## src/rtl/dht11_reader.sv

```systemverilog
// DHT11 single-wire sensor reader.
// Sends the host start pulse, follows the sensor's response handshake,
// decodes 40 data bits by their high-phase width and validates the checksum.
// A good frame is presented as {humidity_int, temperature_int} with a
// ready/data_used handshake; a failed read raises error until the next start.
module dht11_reader #(
   parameter int CLK_HZ        = 50_000_000,
   parameter int START_US      = 18000,
   parameter int TIMEOUT_US    = 200,
   parameter int BIT_THRESH_US = 50
) (
   input  logic        clk,
   input  logic        reset,
   input  logic        start,
   input  logic        dht_in,
   output logic        dht_oe,
   output logic [15:0] data_out,
   output logic        ready,
   input  logic        data_used,
   output logic        busy,
   output logic        error
);

   localparam int TICKS_PER_US = (CLK_HZ / 1_000_000 < 1) ? 1 : CLK_HZ / 1_000_000;
   localparam int PW           = (TICKS_PER_US > 1) ? $clog2(TICKS_PER_US) : 1;
   localparam int T_A          = (START_US > TIMEOUT_US) ? START_US : TIMEOUT_US;
   localparam int T_MAX        = ((T_A > BIT_THRESH_US) ? T_A : BIT_THRESH_US) + 1;
   localparam int TW           = $clog2(T_MAX + 1);

   typedef enum logic [2:0] {
      IDLE,
      START_LOW,
      WAIT_ACK,
      RESP_LOW,
      RESP_HIGH,
      BIT_LOW,
      BIT_HIGH,
      CHECK
   } state_t;

   state_t          state;
   state_t          state_next;

   logic            sync1;
   logic            sync2;
   logic            sync_prev;
   logic            rise;
   logic            fall;

   logic [PW-1:0]   presc;
   logic            tick;
   logic [TW-1:0]   timer;
   logic            phase_done;

   logic [5:0]      bit_cnt;
   logic [39:0]     shift;
   logic            shift_bit;
   logic [7:0]      sum;

   logic            accept;
   logic            shift_en;
   logic            frame_ok;
   logic            frame_bad;
   logic            timeout;

   // Edges are seen on the synchronized line one cycle after it settles.
   assign rise       = sync2 & ~sync_prev;
   assign fall       = ~sync2 & sync_prev;
   assign tick       = (presc == PW'(TICKS_PER_US - 1));
   assign phase_done = tick && (timer == TW'(TIMEOUT_US - 1));
   assign shift_bit  = (timer > TW'(BIT_THRESH_US));
   assign sum        = shift[39:32] + shift[31:24] + shift[23:16] + shift[15:8];

   // State register.
   always_ff @(posedge clk) begin
      // NOTE: registers take non-blocking assignments so every flop samples
      // the pre-edge values regardless of block ordering.
      if (reset) begin
         state <= IDLE;
      end else begin
         state <= state_next;
      end
   end

   // Next-state decode and per-state control strobes.
   always_comb begin
      // NOTE: every output of this block gets a default first, so no path
      // leaves a signal unassigned and no latch is inferred.
      state_next = state;
      accept     = 1'b0;
      shift_en   = 1'b0;
      frame_ok   = 1'b0;
      frame_bad  = 1'b0;
      timeout    = 1'b0;
      dht_oe     = 1'b0;
      busy       = 1'b1;
      case (state)
         IDLE: begin
            busy = 1'b0;
            if (start) begin
               accept     = 1'b1;
               state_next = START_LOW;
            end
         end
         START_LOW: begin
            dht_oe = 1'b1;
            if (tick && timer == TW'(START_US - 1)) begin
               state_next = WAIT_ACK;
            end
         end
         WAIT_ACK: begin
            if (fall)            state_next = RESP_LOW;
            else if (phase_done) timeout    = 1'b1;
         end
         RESP_LOW: begin
            if (rise)            state_next = RESP_HIGH;
            else if (phase_done) timeout    = 1'b1;
         end
         RESP_HIGH: begin
            if (fall)            state_next = BIT_LOW;
            else if (phase_done) timeout    = 1'b1;
         end
         BIT_LOW: begin
            if (rise)            state_next = BIT_HIGH;
            else if (phase_done) timeout    = 1'b1;
         end
         BIT_HIGH: begin
            if (fall) begin
               shift_en   = 1'b1;
               state_next = (bit_cnt == 6'd39) ? CHECK : BIT_LOW;
            end else if (phase_done) begin
               timeout = 1'b1;
            end
         end
         CHECK: begin
            if (shift[7:0] == sum) frame_ok  = 1'b1;
            else                   frame_bad = 1'b1;
            state_next = IDLE;
         end
         default: state_next = IDLE;
      endcase
      if (timeout) state_next = IDLE;
   end

   // Two-flop synchronizer plus the previous sample for edge detection.
   always_ff @(posedge clk) begin
      if (reset) begin
         sync1     <= 1'b0;
         sync2     <= 1'b0;
         sync_prev <= 1'b0;
      end else begin
         sync1     <= dht_in;
         sync2     <= sync1;
         sync_prev <= sync2;
      end
   end

   // Microsecond prescaler and phase timer, both restarted on every state change.
   always_ff @(posedge clk) begin
      if (reset || (state_next != state)) begin
         presc <= '0;
         timer <= '0;
      end else begin
         if (tick) presc <= '0;
         else      presc <= presc + 1'b1;
         if (tick && timer != TW'(T_MAX)) timer <= timer + 1'b1;
      end
   end

   // Data bit shift register, MSB first, with received-bit count.
   always_ff @(posedge clk) begin
      if (reset || accept) begin
         shift   <= '0;
         bit_cnt <= '0;
      end else if (shift_en) begin
         shift   <= {shift[38:0], shift_bit};
         bit_cnt <= bit_cnt + 1'b1;
      end
   end

   // Result registers: frame data, ready handshake and sticky error.
   always_ff @(posedge clk) begin
      if (reset) begin
         data_out <= 16'h0000;
         ready    <= 1'b0;
         error    <= 1'b0;
      end else if (accept) begin
         ready <= 1'b0;
         error <= 1'b0;
      end else begin
         // NOTE: the later assignment to ready wins, so a new valid frame
         // overrides a simultaneous consumer acknowledge.
         if (data_used) ready <= 1'b0;
         if (frame_ok) begin
            ready    <= 1'b1;
            data_out <= {shift[39:32], shift[23:16]};
         end
         if (frame_bad || timeout) error <= 1'b1;
      end
   end

endmodule

```

## config.mk

```make
export PLATFORM = sky130hd
export DESIGN_NAME = dht11_reader
export DESIGN_NICKNAME = d
export VERILOG_FILES = /design/src/rtl/dht11_reader.sv
export SDC_FILE = /design/constraint.sdc
export NUM_CORES = 1
export LEC_CHECK = 0
export CELL_PAD_IN_SITES_DETAIL_PLACEMENT = 1
export CELL_PAD_IN_SITES_GLOBAL_PLACEMENT = 1
export CORE_MARGIN = 4
export CORE_UTILIZATION = 35
export DETAILED_ROUTE_END_ITERATION = 6
export GPL_TIMING_DRIVEN = 1
export PLACE_DENSITY = 0.61
export SYNTH_ARGS = -nofsm -noshare
export SYNTH_HDL_FRONTEND = slang
export SYNTH_SLANG_ARGS = --single-unit
```

## constraint.sdc

```tcl
create_clock -name clk -period 4.9 [get_ports clk]
set_input_delay 0.735 -clock clk [delete_from_list [all_inputs] [get_ports clk]]
set_output_delay 0.735 -clock clk [all_outputs]
set_load 0.01 [all_outputs]
```

## Yosys cells after proc, flatten, opt, wreduce, memory -nomap -nowiden

Cells that the tools add are included.

- Register bits after elaboration: 91
- Bits in latches: 0
- RAM bits: 0
- Memory bits (read-only): 0
- Input bits: 5
- Output and inout bits: 20
- Memories: 0

- Add/subtract/negate cells: 6
- Multipliers: 0
- Divide/modulo/power cells: 0
- Magnitude comparators: 1
- Equality and inequality tests: 14
- Shifts and indexed selects: 0
- Mux-type cells: 26
- Bitwise gates (word level): 5
- Reduce and logical (&&, ||, !) cells: 13

Operators with widths:

| cell | count |
|---|---|
| 8-bit adder | 3 |
| 3-bit 2-to-1 mux | 8 |
| 3-bit case mux with 8 select lines | 1 |
| 15-bit by 1-bit adder with 15-bit output (second input constant) | 1 |
| 15-bit == test (second input constant) | 1 |
| 15-bit by 8-bit == test with 1-bit output (second input constant) | 1 |
| 15-bit by 6-bit greater-than comparator with 1-bit output (second input constant) | 1 |
| 1-bit 2-to-1 mux | 15 |
| 15-bit inequality test (second input constant) | 1 |
| 6-bit by 1-bit adder with 6-bit output (second input constant) | 2 |
| 3-bit == test (second input constant) | 4 |
| 6-bit == test (second input constant) | 2 |
| 8-bit == test | 1 |
| 3-bit by 2-bit == test with 1-bit output (second input constant) | 2 |
| 2-bit OR reduction | 3 |
| 3-bit by 1-bit == test with 1-bit output (second input constant) | 1 |
| 1-bit logical AND | 3 |
| 3-bit zero test | 1 |
| 1-bit logical OR | 3 |
| 3-bit inequality test | 1 |
| 1-bit inverter | 3 |
| 3-bit OR reduction | 1 |
| 1-bit AND | 2 |
| 2-bit 2-to-1 mux | 1 |
| 3 further kinds | 3 |

## Depth between registers and ports, before layout

Gate-level depths: netlist (run 1).

- Word-level depth: 9
- Gate-level depth with buffers: 13

## Least setup slack after synthesis (run 1)

No wires, ideal clock.

- Path kind: register to register
- Start point: register shift[9]
- End point: register data_out[10]
- Arrival: 3.376 ns
- Slack: 1.392 ns
- Cell stages (with the launch flop): 14
- Path buffers: 1
- Clock period less this slack: 3.508 ns
- Cell sequence: dfxtp_1 fa_1 inv_1 fa_1 inv_1 ha_1 fa_1 xor2_1 nor3_1 nand4b_1 a2111o_1 buf_6 o21ai_1 a21oi_1

- Longest elaborated chain between the ends: 5

Ends and longest elaborated chain:

| what | line | source |
|---|---|---|
| start: declaration | 56 | `logic [39:0] shift;` |
| start signal: assignment | 176 | `shift <= {shift[38:0], shift_bit};` |
| 8-bit adder | 72 | `assign sum = shift[39:32] + shift[31:24] + shift[23:16] + shift[15:8];` |
| 8-bit == test | 136 | `if (shift[7:0] == sum) frame_ok = 1'b1;` |
| 1-bit 2-to-1 mux | 136 |  |
| 1-bit 2-to-1 mux | 97 | `case (state)` |
| 2-bit AND reduction (no line) | - |  |
| end signal: assignment | 196 | `data_out <= {shift[39:32], shift[23:16]};` |
| end: declaration | 17 | `output logic [15:0] data_out,` |

Every way passes these cells.
A chain may end at the register's enable or synchronous reset.

## Worst setup path after layout (run 1)

- Start point: register shift[9]
- End point: register error

- Longest elaborated chain between the ends: 5

Ends and longest elaborated chain:

| what | line | source |
|---|---|---|
| 8-bit adder | 72 |  |
| 8-bit == test | 136 |  |
| 1-bit 2-to-1 mux | 136 |  |
| 1-bit 2-to-1 mux | 97 |  |
| 1-bit logical OR | 198 | `if (frame_bad \|\| timeout) error <= 1'b1;` |
| end signal: assignment | 186 | `error <= 1'b0;` |
| end signal: assignment | 189 | `error <= 1'b0;` |
| end signal: assignment | 198 |  |
| end: declaration | 21 | `output logic error` |

Every way passes these cells.

==> metrics.md, run 1 <==
| Metric | Value |
|---|---|
| Transition time of the tightest slew-check pin | `just over 1 ns` |
| Buffers added on ports | `24` |
| HPWL after DPL | `between 8000 and 9000 um` |
| DR vias/cell | `roughly 5.1` |
| Startpoint types | `register` |
| Die width | `about 120 um` |
| Number of buffers created by CTS | `9` |
| Multiplexer share of the synthesized area | `0%` |
| Cell type group with the largest total delay on the critical path | `adder cells` |
| Gp weighted congestion | `about 0.85` |
| Total power divided by cell area | `between 200 and 300 nW/um^2` |
| Area after detailed placement | `about 4800 sq um` |
| Origin of the worst setup path | `shift[9]$_SDFFE_PP0P_` |
| Total congestion overflow | `0` |
| Effective utilization at floorplan | `between 30% and 40%` |
| Sink Count | `~90` |
| Die ar. | `~14,000 sq um` |
| Endpoint of the most critical register-to-register path | `error$_SDFFE_PP0P_` |
| Top Usage Layer GRT | `met2` |
| Number of design rule violations left after detail routing | `0` |
| Minimum clock period | `slightly above 4 ns` |
| # diodes | `0` |
| Count of yosys warnings during synthesis | `0` |
| Timing-limited maximum frequency | `around 0.25 GHz` |
| Worst slew slack as a fraction of its limit | `a little under a third` |
| Worst hold endpoint | `sync2$_SDFF_PP0_` |
| Vias in the first global route | `roughly 3,600` |
| Syn Nets | `roughly 540` |
| Placeable core region | `12,200 sq um` |
| TritonCTS clock tree | `yes` |
| Average footprint of a synthesized cell | `between 8 and 9 sq um` |
| Critical register-to-register path startpoint | `shift[9]$_SDFFE_PP0P_` |
| Period Utilization, post-route | `between 80% and 90%` |
| Number of library cell types mapped by synthesis | `between 40 and 50` |
| # Post-CTS Setup Buffers | `0` |
| Final setup violating endpoints | `0` |
| Compound-cell area share of the yosys netlist | `14.3%` |
| Wire length of the first global-routing pass | `approximately 19,000 um` |
| Proportion of synthesized chip area in sequential cells | `41.5%` |
| Number of synthesized register bits | `91` |
| Overall global routing resource usage | `between 10% and 20%` |
| Number of vias after detailed routing | `approximately 3,600` |
| Count of cells along the worst register-to-register path | `12` |
| Root cell of the clock tree | `clkbuf_16` |
| Fraction of met3 tracks used by global routing | `roughly 2.8%` |
| Max-cap violations | `0` |
| Number of antenna violations at the first check in global routing | `0` |
| First drt pass iteration count | `4` |
| Total negative slack | `0 ns` |
| Leakage dissipation | `about 1.8 nW` |
| WL final | `~11,000 um` |
| Xor-xnor portion of the synthesized cell area | `under 10%` |
| Data arrival time at the worst-slack endpoint | `4.26 ns` |
| Critical Setup Path Class | `reg2reg` |
| Worst-path cell chain | `fa_1, inv_1, fa_1, inv_1, ha_1, fa_1, xor2_1, nor3_1, nand4b_1, a211oi_4, a21oi_1, o311a_1` |
| Area growth, synth to finish | `15.4%` |
| Number of endpoints with negative hold slack in the final report | `0` |
| Critical Path Most Common Cell | `fa_1` |
| Biggest fanout along the worst timing path | `17` |
| Adder-cell share of the synthesized area | `between 10% and 20%` |
| Die Height | `between 100 and 150 um` |
| Quantity of hold-fixing buffers added after cts | `0` |
| Post-CTS sizing | `0` |
| Most frequent cells in the layout | `nand2_1, dfxtp_1, a21oi_1` |
| Initial detailed-routing violation count | `roughly 170` |
| Status | `completed` |
| Peak per-stage delay on the critical path | `between 0.7 and 0.8 ns` |
| Post-synthesis instance total | `between 500 and 600` |
| Master of the slowest instance on the critical path | `a211oi_4` |
| Worst IR Drop VDD | `approximately 0.00013 V` |
| Main combinational cell family by area after synthesis | `simple AND/OR/NAND/NOR gates` |
| Buffering stage count on the worst path with inverters included | `2` |
| Reg2Reg Setup Slack | `roughly 0.87 ns` |
| Final-stage net count | `between 500 and 600` |
| Remaining number of nets flagged by the antenna check after routing | `0` |
| GR Layer Usage met2 | `approximately a quarter` |
| Maximum number of pins on one net before global-route repair | `approximately 40` |
| Met1 capacity usage during global routing | `between 20% and 30%` |
| I/O pin total | `25` |
| Element type at the critical path end | `register` |
| Clock latency reported for the late side of the worst-skew pair | `between 0.3 and 0.4 ns` |
| Share of cells above drive strength 1 | `6.19%` |
| Pins over their slew limit | `0` |
| Unrepaired setup endpoints after global routing | `false` |
| Detailed-route wire length per cell | `approximately 16 um` |
| CTS Buffer Depth | `2` |
| Clock Pin Slew Worst Setup and Hold Paths | `0.07 ns` |
| Worst Skew | `around 0.0088 ns` |
| Post-Layout Inst Area | `5070 sq um` |
| Row count | `40` |
| Worst Min Path Start | `sync1$_SDFF_PP0_` |
| Required time worst endpoint | `slightly above 5 ns` |
| Leading cell type in the layout, fill and taps excluded | `nand2_1` |
| Post-synthesis cell area | `around 4400 sq um` |
| Total Power Consumption | `approximately 1.4 mW` |
| Hold Path Stages | `1` |
| Synth Area in Simple Gates | `~22%` |
| Number of H-tree levels | `3` |
| Worst min-delay path category | `reg2reg` |
flip-flops by register name, summed over array words and instances (netlist names):
signal     count
ready          1
sync_prev      1
sync1          1
bit_cnt        6
error          1
presc          6
shift         40
sync2          1
state          3
data_out      16
timer         15
power by group:
part | internal (mW) | switching [mW]
combinational | 0.0143 | 0.0255
sequential | 0.743 | 0.00413
clock | 0.370 | 0.287
total | 1.13 | 0.317
worst max path at each step:
stage,to,depth (start not counted)
floorplan,data_out[10]$_SDFFE_PP0P_,13
global placement,error$_SDFFE_PP0P_,12
detailed placement,error$_SDFFE_PP0P_,12
CTS,error$_SDFFE_PP0P_,12
global route,error$_SDFFE_PP0P_,12
finish,error$_SDFFE_PP0P_,12
cell type report:
| class | count | area [sq um] |
|---|---|---|
| timing repair buffer | 31 | 293 |
| inverter | 17 | 63.8 |
| sequential | 91 | 1820 |
| multi-input combinational | 378 | 2400 |
| fill | 1436 | 7090 |
| tap | 168 | 210 |
| clock buffer | 12 | 256 |
| clock inverter | 4 | 25.0 |
kinds of logic (layout without fill, tap and decap cells):
family / Yosys count / count (layout)
adders and majority gates: 27 / 27
DFF: 91 / 91
xor gates and xnor gates: 36 / 36
AOI/OAI and AO/OA: 107 / 107
and+or+nand+nor: 208 / 208
buffers and inverters: 42 / 64
per-layer routing:
metal | share of wire (%) | wire length (um) | vias up
met5 | 0 | 0 | -
met4 | 1.7 | 191 | 0
met3 | 2.6 | 294 | 11
met2 | 44 | 4860 | 42
met1 | 52 | 5820 | 1741
li1 | - | - | 1783
stage by stage:
step	std cells	hold WS (ns)	utilization [%]	setup slack, ns
final	701	0.452	41.7	0.868
after global routing	701	0.474	41.7	0.638
after CTS	701	0.459	41.7	0.882
after detailed placement	685	0.445	39.4	0.894
after global placement	685	0.446	39.4	1.05
after floorplan	511	0.414	-	1.39
cell usage after synthesis, drive strengths merged:
cell / number / area [sq um]
ha: 13 / 163
or3: 5 / 36.3
or2: 1 / 6.26
o41ai: 1 / 8.76
o21a: 2 / 15.0
a21o: 2 / 15.0
xnor2: 16 / 148
nand2b: 3 / 18.8
nand3b: 1 / 7.51
buf: 5 / 33.8
fa: 14 / 280
o22ai: 1 / 6.26
o21bai: 1 / 7.51
inv: 17 / 63.8
a211oi: 3 / 35.0
xnor3: 2 / 45.0
dfxtp: 91 / 1820
nand4b: 2 / 17.5
nor2b: 7 / 43.8
and3: 6 / 37.5
a21boi: 2 / 15.0
o2111ai: 1 / 15.0
nor4bb: 3 / 30.0
nor2: 33 / 126
o21ba: 1 / 10.0
a21oi: 66 / 330
nor3: 9 / 45.0
xor2: 18 / 158
or3b: 2 / 17.5
nor4: 2 / 12.5
o21ai: 22 / 110
nand3: 13 / 65.1
nand2: 98 / 368
a2111o: 1 / 11.3
o41a: 2 / 22.5
clkbuf: 20 / 75.1
nand4: 21 / 131
a2bb2oi: 1 / 15.0
o311a: 1 / 10.0
and2: 2 / 12.5
No activity file was read; power rests on OpenSTA's default activity.
==> run 2: changes to the inputs <==
--- a/config.mk
+++ b/config.mk
@@ -11,7 +11,7 @@
 export CORE_UTILIZATION = 35
 export DETAILED_ROUTE_END_ITERATION = 6
 export GPL_TIMING_DRIVEN = 1
-export PLACE_DENSITY = 0.61
+export PLACE_DENSITY = 0.63
 export SYNTH_ARGS = -nofsm -noshare
 export SYNTH_HDL_FRONTEND = slang
 export SYNTH_SLANG_ARGS = --single-unit
==> constraint.sdc (replaced) <==
create_clock -name clk -period 3.4 [get_ports clk]
set_input_delay 0.51 -clock clk [delete_from_list [all_inputs] [get_ports clk]]
set_output_delay 0.51 -clock clk [all_outputs]
set_load 0.01 [all_outputs]
==> metrics.md, run 2 (synthesized netlist as in run 1, its figures left out) <==
| Metric | Value |
|---|---|
| Post-Layout Inst Area | `between 5000 and 6000 sq um` |
| Biggest fanout along the worst timing path | `2` |
| Worst slew slack as a fraction of its limit | `55.4%` |
| Worst IR Drop VDD | `0.000184 V` |
| Worst Setup Slack post-DPL | `-0.162 ns` |
| Number of buffers created by CTS | `9` |
| Buffering stage count on the worst path with inverters included | `5` |
| Peak per-stage delay on the critical path | `around 0.52 ns` |
| I/O pin total | `25` |
| Most frequent cells in the layout | `nand2_1, dfxtp_1, a21oi_1` |
| Gp weighted congestion | `0.804` |
| First drt pass iteration count | `4` |
| Area of the multi-input gates | `around 2500 sq um` |
| Wire length of the first global-routing pass | `18,900 um` |
| Biggest registers after layout | `shift: 40 flops, data_out: 16 flops, timer: 15 flops` |
| Maximum number of pins on one net before global-route repair | `48` |
| Critical Setup Path Class | `reg2reg` |
| Status | `complete, but fails checks` |
| GR Layer Usage met2 | `between 20 and 30%` |
| Sequential cell area | `between 1500 and 2000 sq um` |
| Element type at the critical path end | `register` |
| Placeable core region | `about 12,000 sq um` |
| # diodes | `0` |
| Initial detailed-routing violation count | `between 100 and 150` |
| Worst min-delay path category | `reg2reg` |
| Reg2Reg Setup Slack | `-0.11 ns` |
| TritonCTS clock tree | `yes` |
| Final-stage net count | `582` |
| Root cell of the clock tree | `clkbuf_16` |
| Clock latency reported for the late side of the worst-skew pair | `about 0.35 ns` |
| DR vias/cell | `around 5.1` |
| Startpoint types | `register` |
| Timing-limited maximum frequency | `roughly 0.28 GHz` |
| Leading cell type in the layout, fill and taps excluded | `nand2_1` |
| Period Utilization, post-route | `103%` |
| Worst Skew | `0.00722 ns` |
| Number of vias after detailed routing | `roughly 3,600` |
| Required time worst endpoint | `about 3.6 ns` |
| Violated checks | `negative setup slack` |
| Register with the most flip-flops | `shift` |
| Number of design rule violations left after detail routing | `0` |
| Max FFs per register | `40` |
| HPWL after DPL | `roughly 8100 um` |
| Top Usage Layer GRT | `met2` |
| Remaining number of nets flagged by the antenna check after routing | `0` |
| Data arrival time at the worst-slack endpoint | `about 3.8 ns` |
| Leakage dissipation | `~1.9 nW` |
| WL final | `11,200 um` |
| Detailed-route wire length per cell | `between 15 and 20 um` |
| Area after detailed placement | `about 4900 sq um` |
| Cell type group with the largest total delay on the critical path | `adder cells` |
| Final setup violating endpoints | `18` |
| Die Height | `approximately 120 um` |
| Pins over their slew limit | `0` |
| Transition time of the tightest slew-check pin | `roughly 0.67 ns` |
| Worst-path cell chain | `fa_1, inv_1, fa_1, inv_2, ha_4, fa_2, buf_6, xor2_2, xnor2_1, nand4b_1, buf_4, a211oi_4, buf_6, a21oi_2, o311a_1` |
| Total Power Consumption | `~2.0 mW` |
| Effective utilization at floorplan | `36.1%` |
| Die ar. | `around 14,000 sq um` |
| Overall global routing resource usage | `roughly 16%` |
| Number of inserted filler cells in the final layout | `between 1,000 and 1,500` |
| Total power divided by cell area | `around 380 nW/um^2` |
| Row count | `40` |
| CTS Buffer Depth | `2` |
| Number of antenna violations at the first check in global routing | `0` |
| Number of endpoints with negative hold slack in the final report | `0` |
| Unrepaired setup endpoints after global routing | `true` |
| Sink Count | `between 90 and 100` |
| Number of H-tree levels | `3` |
| Crit path setup slack, layout | `-0.114 ns` |
| Total congestion overflow | `0` |
| Max-cap violations | `0` |
| Fraction of met3 tracks used by global routing | `~3.4%` |
| Area growth, synth to finish | `21.5%` |
| Minimum clock period | `3.51 ns` |
| Buffers added on ports | `24` |
| Met1 capacity usage during global routing | `a little over a fifth` |
| Master of the slowest instance on the critical path | `fa_1` |
| Die width | `120 um` |
| Share of cells above drive strength 1 | `13.4%` |
| Vias in the first global route | `roughly 3,800` |
| Clock Pin Slew Worst Setup and Hold Paths | `~0.060 ns` |
run 2: worst paths after layout:
kind,startpoint,endpoint,depth (start not counted)
worst max-delay path,shift[25]$_SDFFE_PP0P_,error$_SDFFE_PP0P_,15
worst min-delay path,sync1$_SDFF_PP0_,sync2$_SDFF_PP0_,1
worst max register to register,shift[25]$_SDFFE_PP0P_,error$_SDFFE_PP0P_,15
worst min register to register,sync1$_SDFF_PP0_,sync2$_SDFF_PP0_,1
run 2: what timing repair did:
item                                    4_1_cts  5_1_grt
endpoints found under the setup margin       18       18
gates resized for setup                      19       14
setup buffers                                 3        1
hold buffers                                  0        0
gates cloned                                  1        0
pin swaps                                    22        8
run 2: layout make-up:
| type | count | area share [%] |
|---|---|---|
| well taps | 168 | 3.94 |
| clock buffers | 12 | 4.81 |
| inverters | 17 | 1.20 |
| flip-flops and latches | 91 | 34.2 |
| repair buffers | 53 | 9.15 |
| multi-input cells | 378 | 46.7 |
run 2: metrics by stage:
| stage | setup TNS, ns | utilization [%] | cells | hold WS (ns) |
|---|---|---|---|---|
| floorplan | -0.0517 | - | 511 | 0.414 |
| global placement | -0.547 | 40.6 | 702 | 0.418 |
| detailed placement | -2.51 | 40.6 | 702 | 0.440 |
| CTS | -1.68 | 43.4 | 718 | 0.454 |
| global route | -3.91 | 43.9 | 719 | 0.476 |
| finish | -1.22 | 43.9 | 719 | 0.450 |
run 2: layer usage:
layer / wire length [um] / part of all wire [%]
met1: 5580 / 50
met2: 5070 / 45
met3: 318 / 2.8
met4: 189 / 1.7
met5: 0 / 0
run 2: power by group:
group          total (mW)  internal [mW]  switching (mW)
combinational      0.0574         0.0206          0.0367
clock               0.909          0.519           0.389
sequential           1.08           1.07         0.00581
total                2.04           1.61           0.432
